[src/rtl/idivu_pkg.sv]
// Shared helpers for the iterative unsigned divider.
package idivu_pkg;

  // Bits needed to count WIDTH iterations, never less than one.
  function automatic int cnt_width(input int width);
    int cw;
    cw = $clog2(width);
    if (cw < 1) begin
      cw = 1;
    end
    return cw;
  endfunction

endpackage

[src/rtl/idivu_step.sv]
// One restoring shift-subtract step: shifts the accumulator left and, if the
// divisor fits into the top part, subtracts it and sets the new quotient bit.
module idivu_step #(
  parameter int WIDTH = 8
) (
  input  logic [2*WIDTH-1:0] acc,
  input  logic [WIDTH-1:0]   dm,
  output logic [2*WIDTH-1:0] acc_next
);

  logic [2*WIDTH:0] shifted_s;
  logic [WIDTH:0]   top_s;
  logic [WIDTH:0]   diff_s;

  always_comb begin
    shifted_s = {acc, 1'b0};
    top_s     = shifted_s[2*WIDTH:WIDTH];
    diff_s    = top_s - {1'b0, dm};
    if (top_s >= {1'b0, dm}) begin
      acc_next = {diff_s[WIDTH-1:0], shifted_s[WIDTH-1:1], 1'b1};
    end else begin
      acc_next = shifted_s[2*WIDTH-1:0];
    end
  end

endmodule

[src/rtl/idivu.sv]
// Iterative unsigned divider, 2*WIDTH / WIDTH bits, one quotient bit per clock.
// Overflow (including divide-by-zero) is resolved at accept without iterating.
module idivu
  import idivu_pkg::*;
#(
  parameter int WIDTH = 8
) (
  input  logic                 clk,
  input  logic                 arst,
  output logic                 busy,
  input  logic                 go,
  input  logic [2*WIDTH-1:0]   n,
  input  logic [WIDTH-1:0]     d,
  output logic [WIDTH-1:0]     q,
  output logic [WIDTH-1:0]     r,
  output logic                 ovf
);

  localparam int DW = 2 * WIDTH;
  localparam int CW = cnt_width(WIDTH);

  logic [DW-1:0]    acc_q, acc_d;
  logic [WIDTH-1:0] dm_q, dm_d;
  logic [CW-1:0]    count_q, count_d;
  logic             busy_q, busy_d;
  logic             ovf_q, ovf_d;
  logic [DW-1:0]    acc_step_s;
  logic             ovf_now_s;

  idivu_step #(.WIDTH(WIDTH)) u_step (
    .acc      (acc_q),
    .dm       (dm_q),
    .acc_next (acc_step_s)
  );

  assign ovf_now_s = (n[DW-1:WIDTH] >= d);

  always_comb begin
    acc_d   = acc_q;
    dm_d    = dm_q;
    count_d = count_q;
    busy_d  = busy_q;
    ovf_d   = ovf_q;
    if (busy_q) begin
      acc_d = acc_step_s;
      if (count_q != '0) begin
        count_d = count_q - CW'(1);
      end else begin
        busy_d = 1'b0;
      end
    end else if (go) begin
      if (ovf_now_s) begin
        // Saturated quotient, remainder reports the dividend's high half.
        ovf_d = 1'b1;
        acc_d = {n[DW-1:WIDTH], {WIDTH{1'b1}}};
      end else begin
        ovf_d   = 1'b0;
        acc_d   = n;
        dm_d    = d;
        count_d = CW'(WIDTH - 1);
        busy_d  = 1'b1;
      end
    end else begin
      busy_d = 1'b0;
    end
  end

  always_ff @(posedge clk or posedge arst) begin
    if (arst) begin
      acc_q   <= '0;
      dm_q    <= '0;
      count_q <= '0;
      busy_q  <= 1'b0;
      ovf_q   <= 1'b0;
    end else begin
      acc_q   <= acc_d;
      dm_q    <= dm_d;
      count_q <= count_d;
      busy_q  <= busy_d;
      ovf_q   <= ovf_d;
    end
  end

  assign busy = busy_q;
  assign ovf  = ovf_q;
  assign q    = acc_q[WIDTH-1:0];
  assign r    = acc_q[DW-1:WIDTH];

endmodule

[config.mk]
export PLATFORM = sky130hd
export DESIGN_NAME = idivu
export DESIGN_NICKNAME = d
export VERILOG_FILES = /design/src/rtl/idivu_pkg.sv /design/src/rtl/idivu_step.sv /design/src/rtl/idivu.sv
export SDC_FILE = /design/constraint.sdc
export NUM_CORES = 1
export LEC_CHECK = 0
export CAP_MARGIN = 5
export CORE_MARGIN = 2
export CORE_UTILIZATION = 50
export CTS_CLUSTER_DIAMETER = 200
export CTS_CLUSTER_SIZE = 16
export DETAILED_ROUTE_END_ITERATION = 12
export GPL_TIMING_DRIVEN = 0
export PLACE_DENSITY_LB_ADDON = 0.08
export SLEW_MARGIN = 20
export SYNTH_ARGS = -nofsm -noshare
export SYNTH_HDL_FRONTEND = slang
export SYNTH_SLANG_ARGS = --single-unit
[constraint.sdc]
create_clock -name clk -period 2.25 [get_ports clk]
set_clock_uncertainty 0.05 [all_clocks]
set_input_delay 0.3375 -clock clk [delete_from_list [all_inputs] [get_ports clk]]
set_output_delay 0.3375 -clock clk [all_outputs]
set_load 0.01 [all_outputs]
==> results of run 1 <==
-- repair_timing --
item | 4_1_cts | 5_1_grt
hold endpoints to repair | 0 | 0
pin swaps | 0 | 1
gates resized for setup | 1 | 4
endpoints found under the setup margin | 8 | 9
-- routing by layer --
layer  part of all wire [%]  routed length, µm  GRT usage, %
met1                     46               2050          31.5
met2                     48               2160          38.4
met3                    4.5                203          4.62
met4                    1.6                 73          7.03
met5                      0                  0             0
-- synth_stat cells, drive strengths merged, types with 5 or more instances --
master,count
mux2i,7
nand3,5
buf,6
dfrtp,29
a211oi,6
inv,21
a21oi,14
nand2,24
nor2b,6
ha,18
o21ai,22
o22ai,9
nor2,7
-- how the worst max path moves through the flow --
stage | start | end | depth (start not counted)
detailed placement | n[8] | dm_q[1] | 11
global placement | n[8] | dm_q[1] | 11
floorplan | acc_q[13] | acc_q[8] | 6
CTS | n[8] | dm_q[0] | 9
finish | n[8] | dm_q[0] | 9
global route | n[8] | dm_q[0] | 9
-- stage by stage --
| step | power (µW) | std cells | setup WS, ps | instance area [µm²] |
|---|---|---|---|---|
| 2_1_floorplan | 2680 | 212 | 335 | 1900 |
| 3_3_place_gp | 3410 | 304 | -329 | 2400 |
| 3_5_place_dp | 3450 | 304 | -353 | 2400 |
| 4_1_cts | 3940 | 312 | 14.6 | 2510 |
| 5_1_grt | 4310 | 312 | 3.43 | 2520 |
| 6_report | 3930 | 312 | 97.2 | 2520 |
-- final cells by class --
| type | instances | area (µm²) |
|---|---|---|
| plain buffers | 9 | 58.8 |
| clock buffers | 7 | 96.3 |
| clock inverters | 1 | 5.00 |
| fillers | 319 | 1140 |
| inverters | 22 | 82.6 |
| multi-input cells | 152 | 1050 |
| flip-flops and latches | 29 | 726 |
| well taps | 48 | 60.1 |
| repair buffers | 44 | 440 |
-- state kept, by name, summed over array words and instances (netlist names) --
signal / count
busy: 1
ovf: 1
acc_q: 16
dm_q: 8
count_q: 3
-- cell families (layout without fill, tap and decap cells) --
family                   Yosys count  in the layout  share of synthesized area, %
AND/OR/NAND/NOR                   52             52                          12.6
adder cells (fa/ha/maj)           19             19                          12.9
buffers and inverters             31             83                          6.77
multiplexers                       8              8                          4.27
flip-flops                        29             29                          38.1
XOR/XNOR                           4              4                          1.84
AO/OA/AOI/OAI                     69             69                          23.5
-- power breakdown --
part	switching [µW]	internal (µW)	total [µW]	leakage, µW
clock	194	276	470	0.0000542
sequential	217	802	1020	0.000336
combinational	1250	1190	2450	0.000757
-- critical path, stage by stage --
cell and delay [ps]:
clkdlybuf4s50_1 480, inv_1 50, ha_1 270, nand2b_1 140
a21oi_1 140, o21a_1 200, o211a_1 190, buf_6 140
mux2_1 320
==> summary.txt, run 1 <==
Clocking
  – Clk_lat worst skew: around 280 ps
  – CTS root buf: clkbuf_8
  – Setup bufs post-CTS: 0
  – Clock Path Buffers: 2
  – CTS clk-pin slew, worst paths: 60 ps
  – Num CTS Buffers: 5
  – TritonCTS clock tree: done
  – Cts hold-fix bufs: 0
  – Clk sinks: 29
  – H-tree levels: 2

Yosys
  – Top FF cell, synth: dfrtp_1
  – Post-Syn Instances: approximately 210
  – Part of the Yosys area used for sequential elements: between 30% and 40%
  – Post-synthesis net count: about 260
  – Register bit count reported by yosys: 29
  – Synth top area cells: dfrtp_1 (38%), ha_1 (12%), nand2_1 (4.7%)
  – EDFF count, synth: 0
  – Synth async-reset ratio: 100%
  – Syn Area/Cell: 8.98 µm²
  – Post-Syn Area: around 1900 µm²
  – Synth cell types: 42
  – Syn. warnings: 0
  – Yosys top cell by area: dfrtp_1
  – Top cell type's share of synthesized area: a little under two fifths

Timing
  – Post-route clock period utilization: a little over nine tenths
  – Setup Total Neg Slack: 0 ps
  – Final Hold Fails: 0
  – Fmax achieved: between 400 and 500 MHz
  – Worst-Margin Slew: between 600 and 700 ps
  – Final Max Slew Viols: 0
  – Slew headroom: between 50% and 60%
  – Final setup vio count: 0
  – Worst hold slack: 406 ps
  – Min cycle time layout: around 2200 ps
  – RSZ-0062 raised after global routing: no

Pwr
  – Pwr dens: approximately 1600 nW/µm²
  – VDD IR max: approximately 0.9 mV
  – Leakage Power: approximately 0.0011 µW

Critical path
  – Crit end category: flop
  – Crit path required time: ~2400 ps
  – Setup crit start kind: primary input
  – WS Path Type: primary input to flop
  – R2R Setup Slk: approximately 150 ps
  – CP Max Fanout: 9
  – R2r worst-path depth: 9
  – FF-to-FF End: acc_q[14]
  – Critical path data arrival time: 2260 ps
  – Reg2reg start: acc_q[7]

Die
  – # rows: 22
  – Die footprint: 4320 µm²
  – Die height: ~66 µm
  – Die X: roughly 66 µm
  – # IOs: 45
  – Initial Util: approximately half
  – Core Area: approximately 3700 µm²

Final layout
  – Final core occ: between 60% and 70%
  – Commonest cells after routing, fill and taps aside: clkdlybuf4s50_1 (44), dfrtp_1 (29), nand2_1 (24)
  – ANT cells: 0
  – Most common cell after layout, fill and taps aside: clkdlybuf4s50_1
  – Syn-to-layout area delta: 32.3%
  – Nets: 309
  – Layout cell share with drive strength beyond 1: under 10%

Route
  – Remaining DRCs: 0
  – Vias after detailed routing: around 1,700
  – Initial DRC Count: 61
  – Routed wire length: 4.48 mm
  – Avg WL per Cell: roughly 14 µm
  – Drt via density: 5.50
  – First-pass DRT Iterations: 4
  – Post-DRT Antenna Nets: 0

GRT
  – Grt ovf: 0
  – Vias in the first global route: 1,653
  – GRT Util Overall: about a quarter
  – Initial antenna violation count: 0
  – First-pass GRT wire length: around 7.7 mm
  – Largest net degree at the start of global routing: 30

Place
  – GPL Wtd Cong: approximately 0.86
  – IO buf count: between 40 and 50
  – HPWL Detailed: around 3.4 mm

Min path
  – Hold crit path type: primary input to async pin

Status
  – Status: complete, no violations

Run
  – Number of max-cap violations: 0
No activity file was read; power rests on OpenSTA's default activity.
==> run 2, diff against run 1 <==
==> constraint.sdc (replaced) <==
create_clock -name clk -period 2.25 [get_ports clk]
set_clock_uncertainty 0.05 [all_clocks]
set_input_delay 0.225 -clock clk [delete_from_list [all_inputs] [get_ports clk]]
set_output_delay 0.225 -clock clk [all_outputs]
set_load 0.01 [all_outputs]
==> summary.txt, run 2 (synthesis results as in run 1) <==
Status
  – Status: complete, no violations (unchanged)

Die
  – Die footprint: 4320 µm² (unchanged)
  – Die height: 65.7 µm (unchanged)
  – # rows: 22 (unchanged)
  – Initial Util: 52.0% (unchanged)
  – # IOs: 45 (unchanged)
  – Die X: 65.7 µm (unchanged)
  – Core Area: 3660 µm² (unchanged)

Critical path
  – Crit-path cells: clkdlybuf4s50_1 > inv_1 > ha_1 > nand2b_1 > a21oi_1 > o21a_1 > o211a_1 > buf_2 > mux2_1 (was clkdlybuf4s50_1 > inv_1 > ha_1 > nand2b_1 > a21oi_1 > o21a_1 > o211a_1 > buf_6 > mux2_1)
  – WS Path Type: primary input to flop (unchanged)
  – Setup crit start kind: primary input (unchanged)
  – Crit path required time: 2360 ps (about the same)
  – CP Max Fanout: 9 (unchanged)
  – Top delay family on crit path: buffers and inverters (unchanged)
  – Worst path depth: 9 (unchanged)
  – Crit end category: flop (unchanged)
  – CP bufs+invs: 3 (unchanged)
  – Slowest Stage Delay on Critical Path: 480 ps (about the same)
  – Crit path max-delay cell type: clkdlybuf4s50_1 (unchanged)
  – Critical path data arrival time: 2220 ps (was 2260 ps)
  – R2r worst-path depth: 9 (unchanged)

Pwr
  – Leakage Power: 0.00115 µW (about the same)
  – Pwr dens: 1570 nW/µm² (was 1560 nW/µm²)
  – VDD IR max: 0.824 mV (was 0.880 mV)

Final layout
  – Nets: 309 (unchanged)
  – Reg with most FFs: acc_q (unchanged)
  – Syn-to-layout area delta: 31.8% (was 32.3%)
  – ANT cells: 0 (unchanged)
  – Max reg flops: 16 (unchanged)
  – Most common cell after layout, fill and taps aside: clkdlybuf4s50_1 (unchanged)
  – Biggest regs: acc_q: 16 flops, dm_q: 8 flops, count_q: 3 flops (unchanged)
  – Commonest cells after routing, fill and taps aside: clkdlybuf4s50_1 (44), dfrtp_1 (29), nand2_1 (24) (unchanged)
  – Fin cells: 312 (unchanged)
  – Layout cell share with drive strength beyond 1: 6.82% (unchanged)

Timing
  – Final Max Slew Viols: 0 (unchanged)
  – Final setup vio count: 0 (unchanged)
  – Min cycle time layout: 2110 ps (was 2150 ps)
  – Fmax achieved: 475 MHz (was 465 MHz)
  – Post-route clock period utilization: 93.6% (was 95.7%)
  – Fin worst setup slack: 145 ps (was 97.2 ps)
  – Worst-Margin Slew: 617 ps (was 616 ps)
  – Slew headroom: 58.8% (was 58.9%)
  – RSZ-0062 raised after global routing: no (unchanged)
  – Final Hold Fails: 0 (unchanged)

Place
  – GPL Wtd Cong: 0.861 (unchanged)
  – IO buf count: 44 (unchanged)
  – Dpl ws: -241 ps (was -353 ps)
  – HPWL Detailed: 3.43 mm (unchanged)
  – Inst Count DP: 304 (unchanged)

Route
  – Vias after detailed routing: 1,694 (was 1,716)
  – Initial DRC Count: 63 (was 61)
  – Remaining DRCs: 0 (unchanged)
  – Drt via density: 5.43 (was 5.50)
  – Avg WL per Cell: 14.3 µm (was 14.4 µm)
  – First-pass DRT Iterations: 4 (unchanged)
  – Post-DRT Antenna Nets: 0 (unchanged)
  – Routed wire length: 4.47 mm (was 4.48 mm)

GRT
  – Initial antenna violation count: 0 (unchanged)
  – Grt ovf: 0 (unchanged)
  – Largest net degree at the start of global routing: 30 (unchanged)
  – GRT Util Overall: 23.5% (unchanged)
  – First-pass GRT wire length: 7.69 mm (about the same)
  – Vias in the first global route: 1,652 (was 1,653)

Clocking
  – Clk sinks: 29 (unchanged)
  – TritonCTS clock tree: done (unchanged)
  – CTS clk-pin slew, worst paths: 60 ps (about the same)
  – CTS root buf: clkbuf_8 (unchanged)
  – Num CTS Buffers: 5 (unchanged)
  – Clk_lat worst skew: 280 ps (about the same)
  – Cts hold-fix bufs: 0 (unchanged)
  – H-tree levels: 2 (unchanged)
  – Clock Path Buffers: 2 (unchanged)

Min path
  – Hold crit path type: primary input to async pin (unchanged)

Run
  – Number of max-cap violations: 0 (unchanged)
==> run 2: timing repair <==
item                                    CTS  global route
endpoints found under the hold margin     0             0
endpoints found under the setup margin    0             8
setup buffers                             0             0
resized for setup                         0             2
==> run 2: worst paths after layout <==
path                            slack [ps]   endpoint      from
worst max-delay path                   140    dm_q[0]      n[8]
worst min-delay path                   290  acc_q[12]      arst
worst max register to register         160  acc_q[14]  acc_q[7]
worst min register to register         440    dm_q[0]   dm_q[0]
max in group asynchronous             1460   acc_q[9]      arst
min in group clk                       440    dm_q[0]   dm_q[0]
==> run 2: cell type report <==
type	instances	area [µm²]
timing repair buffer	44	440
inverter	22	82.6
clock buffer	7	96.3
tap	48	60.1
multi-input combinational	152	1050
fill	319	1150
buffer	9	48.8
sequential	29	726
clock inverter	1	5.00
==> run 2: per-layer routing <==
| metal | routed length, µm | share of wire (%) | global-route usage (%) | up-vias |
|---|---|---|---|---|
| li1 | - | - | - | 854 |
| met1 | 2080 | 47 | 31.5 | 802 |
| met2 | 2170 | 49 | 38.4 | 32 |
| met3 | 169 | 3.8 | 4.62 | 6 |
| met4 | 49 | 1.1 | 7.03 | 0 |
| met5 | 0 | 0 | 0 | - |
==> run 2: power by group <==
group / switching (µW) / internal, µW
combinational: 1250 / 1190
sequential: 213 / 802
clock: 200 / 276
==> run 2: stage by stage <==
step           TNS, ps  instance area [µm²]  utilization (%)  hold slack (ps)  power (µW)
2_1_floorplan        0                 1900                -              253        2680
3_3_place_gp     -1900                 2400             65.7              426        3410
3_5_place_dp     -1920                 2400             65.7              433        3450
4_1_cts              0                 2500             68.4              312        3940
5_1_grt              0                 2510             68.5              375        4310
6_report             0                 2510             68.5              290        3930
==> run 3, diff against run 2 <==
--- a/config.mk
+++ b/config.mk
@@ -5,9 +5,10 @@
 export SDC_FILE = /design/constraint.sdc
 export NUM_CORES = 1
 export LEC_CHECK = 0
+export ABC_AREA = 1
 export CAP_MARGIN = 5
 export CORE_MARGIN = 2
-export CORE_UTILIZATION = 50
+export CORE_UTILIZATION = 40
 export CTS_CLUSTER_DIAMETER = 200
 export CTS_CLUSTER_SIZE = 16
 export DETAILED_ROUTE_END_ITERATION = 12
==> summary.txt, run 3 <==
Timing
  – Min cycle time layout: 1950 ps (was 2110 ps)
  – Final Max Slew Viols: 0 (unchanged)
  – Setup Total Neg Slack: 0 ps (unchanged)
  – RSZ-0062 raised after global routing: no (unchanged)
  – Fmax achieved: 512 MHz (was 475 MHz)
  – Final setup vio count: 0 (unchanged)
  – Worst-Margin Slew: 612 ps (was 617 ps)
  – Slew headroom: 59.1% (was 58.8%)
  – Post-route clock period utilization: 86.8% (was 93.6%)
  – Fin worst setup slack: 297 ps (was 145 ps)
  – Final Hold Fails: 0 (unchanged)

Critical path
  – Reg2reg start: acc_q[7] (unchanged)
  – Crit end category: flop (unchanged)
  – CP Max Fanout: 4 (was 9)
  – R2r worst-path depth: 10 (was 9)
  – Critical path data arrival time: 2070 ps (was 2220 ps)
  – R2R Setup Slk: 300 ps (was 160 ps)
  – Crit path required time: 2370 ps (was 2360 ps)
  – WS Path Type: flop to flop (was primary input to flop)
  – FF-to-FF End: acc_q[14] (unchanged)
  – Setup crit start kind: flop (was primary input)

Route
  – Routed wire length: 4.73 mm (was 4.47 mm)
  – Met3 wire len: 228 µm (was 169 µm)
  – Met1 WL: 2.25 mm (was 2.08 mm)
  – Avg WL per Cell: 12.2 µm (was 14.3 µm)
  – Met2 routed WL: 2.18 mm (was 2.17 mm)
  – Initial DRC Count: 91 (was 63)
  – Drt via density: 4.76 (was 5.43)
  – Top sig layer: met4 (unchanged)
  – Vias after detailed routing: 1,843 (was 1,694)
  – Remaining DRCs: 0 (unchanged)
  – Post-DRT Antenna Nets: 0 (unchanged)
  – First-pass DRT Iterations: 4 (unchanged)

Place
  – HPWL Detailed: 3.76 mm (was 3.43 mm)
  – Dpl ws: 31.0 ps (was -241 ps)
  – GPL Wtd Cong: 0.887 (was 0.861)
  – IO buf count: 44 (unchanged)
  – Inst Count DP: 379 (was 304)
  – Cell area after placement: 2530 µm² (was 2400 µm²)

Final layout
  – Final core occ: 54.5% (was 68.5%)
  – Commonest cells after routing, fill and taps aside: nand2_1 (71), clkdlybuf4s50_1 (44), inv_1 (39) (was clkdlybuf4s50_1 (44), dfrtp_1 (29), nand2_1 (24))
  – Nets: 365 (was 309)
  – Fin cells: 387 (was 312)
  – Layout cell share with drive strength beyond 1: 9.06% (was 6.82%)
  – Reg area: 726 µm² (unchanged)
  – Final instance area: 2610 µm² (was 2510 µm²)
  – Area of the multi-input gates: 1080 µm² (was 1050 µm²)
  – Syn-to-layout area delta: 30.1% (was 31.8%)
  – Max reg flops: 16 (unchanged)
  – Most common cell after layout, fill and taps aside: nand2_1 (was clkdlybuf4s50_1)
  – Reg with most FFs: acc_q (unchanged)
  – Fill cells: 483 (was 319)
  – Biggest regs: acc_q: 16 flops, dm_q: 8 flops, count_q: 3 flops (unchanged)
  – ANT cells: 0 (unchanged)

Yosys
  – Register bit count reported by yosys: 29 (unchanged)
  – Post-Syn Area: 2010 µm² (was 1900 µm²)
  – Commonest cells in the netlist: nand2_1 (71), inv_1 (40), dfrtp_1 (29) (was dfrtp_1 (29), nand2_1 (24), inv_1 (21))
  – Yosys top cell by area: dfrtp_1 (unchanged)
  – Top FF cell, synth: dfrtp_1 (unchanged)
  – EDFF count, synth: 0 (unchanged)
  – Syn. warnings: 0 (unchanged)
  – Post-Syn Instances: 268 (was 212)
  – Post-synthesis net count: 314 (was 258)
  – Top cell type's share of synthesized area: 36.2% (was 38.1%)
  – Synth top area cells: dfrtp_1 (36%), nand2_1 (13%), ha_1 (11%) (was dfrtp_1 (38%), ha_1 (12%), nand2_1 (4.7%))
  – Synth cell types: 32 (was 42)
  – Synth async-reset ratio: 100% (unchanged)
  – Most frequent cell after synthesis: nand2_1 (was dfrtp_1)
  – Syn Area/Cell: 7.48 µm² (was 8.98 µm²)
  – Part of the Yosys area used for sequential elements: 36.2% (was 38.1%)

Clocking
  – Setup bufs post-CTS: 0 (unchanged)
  – CTS root buf: clkbuf_8 (unchanged)
  – Clk sinks: 29 (unchanged)
  – Clock Path Buffers: 2 (unchanged)
  – H-tree levels: 2 (unchanged)
  – TritonCTS clock tree: done (unchanged)
  – CTS clk-pin slew, worst paths: 60 ps (about the same)
  – Num CTS Buffers: 5 (unchanged)
  – PostCTS Resize Cnt: 0 (unchanged)
  – Cts hold-fix bufs: 0 (unchanged)
  – Clk_lat worst skew: 270 ps (was 280 ps)

Pwr
  – Leakage Power: 0.00129 µW (was 0.00115 µW)
  – Net switching power: 1870 µW (was 1660 µW)
  – VDD IR max: 0.626 mV (was 0.824 mV)
  – Power share of the combinational group: 64.5% (was 62.0%)
  – Pwr dens: 1540 nW/µm² (was 1570 nW/µm²)
  – Internal power: 2140 µW (was 2260 µW)
  – Sw frac: 46.6% (was 42.4%)
  – Seq pwr share: 25.4% (was 25.9%)
  – Clock Power Share: 10.1% (was 12.1%)

Die
  – Die footprint: 5600 µm² (was 4320 µm²)
  – Initial Util: 41.9% (was 52.0%)
  – Die X: 74.8 µm (was 65.7 µm)
  – # rows: 25 (was 22)
  – Die height: 74.8 µm (was 65.7 µm)
  – # IOs: 45 (unchanged)
  – Core Area: 4790 µm² (was 3660 µm²)

Status
  – Status: complete, no violations (unchanged)

GRT
  – Grt ovf: 0 (unchanged)
  – GRT Util Overall: 19.0% (was 23.5%)
  – Largest net degree at the start of global routing: 30 (unchanged)
  – Initial antenna violation count: 0 (unchanged)
  – First-pass GRT wire length: 8.01 mm (was 7.69 mm)
  – Vias in the first global route: 1,728 (was 1,652)

Min path
  – Hold crit path type: primary input to async pin (unchanged)

Run
  – Number of max-cap violations: 0 (unchanged)
## run 3: layout make-up
type | instances | area share [%]
Multi-Input combinational cell | 187 | 41.3
Clock buffer | 8 | 3.07
Timing Repair Buffer | 44 | 16.9
Buffer | 6 | 1.10
Inverter | 46 | 6.62
Sequential cell | 29 | 27.8
Tap cell | 67 | 3.21
## run 3: cells by family after synthesis
family	after synthesis	synth area share (%)
compound gates	44	11.9
xor+xnor	5	2.18
fa+ha+maj	19	12.2
buf+inv	52	10.0
flops	29	36.2
simple gates	119	27.4
## run 3: metrics by stage
stage,total power [µW],hold WS [ps]
after floorplan,2800,253
after global placement,3600,422
after detailed placement,3610,425
after CTS,4040,311
after global routing,4420,367
final,4010,291
## run 3: critical path, stage by stage (launching register included)
cell	delay [ps]
dfrtp_1	410
inv_1	60
ha_1	240
fa_1	400
nand3b_1	170
nand2_1	130
nand2_1	70
nand2_1	70
xor2_1	60
o21ai_1	110
nand2_1	60
## run 3: how the worst max path moves through the flow
| stage | start | end | slack, ps | cells after the start |
|---|---|---|---|---|
| finish | acc_q[7] | acc_q[14] | 300 | 10 |
| global route | d[5] | acc_q[5] | 120 | 9 |
| CTS | acc_q[7] | acc_q[14] | 300 | 10 |
| detailed placement | d[5] | acc_q[2] | 30 | 9 |
| global placement | d[5] | acc_q[5] | 40 | 9 |
| floorplan | acc_q[7] | acc_q[14] | 440 | 10 |
## run 3: metal layers
layer  vias to the layer above  GRT usage (%)
li1                        955              -
met1                       847           26.4
met2                        34           29.4
met3                         7           5.09
met4                         0           5.56
met5                         -              0
## run 3: power groups by stage
| stage | Combinational, µW | Sequential (µW) | Clock (µW) |
|---|---|---|---|
| after detailed placement | 2580 | 1020 | 0 |
| after global routing | 2920 | 1050 | 448 |
| final | 2580 | 1020 | 405 |
| after CTS | 2600 | 1020 | 417 |
| after floorplan | 1750 | 1050 | 0 |
| after global placement | 2580 | 1020 | 0 |
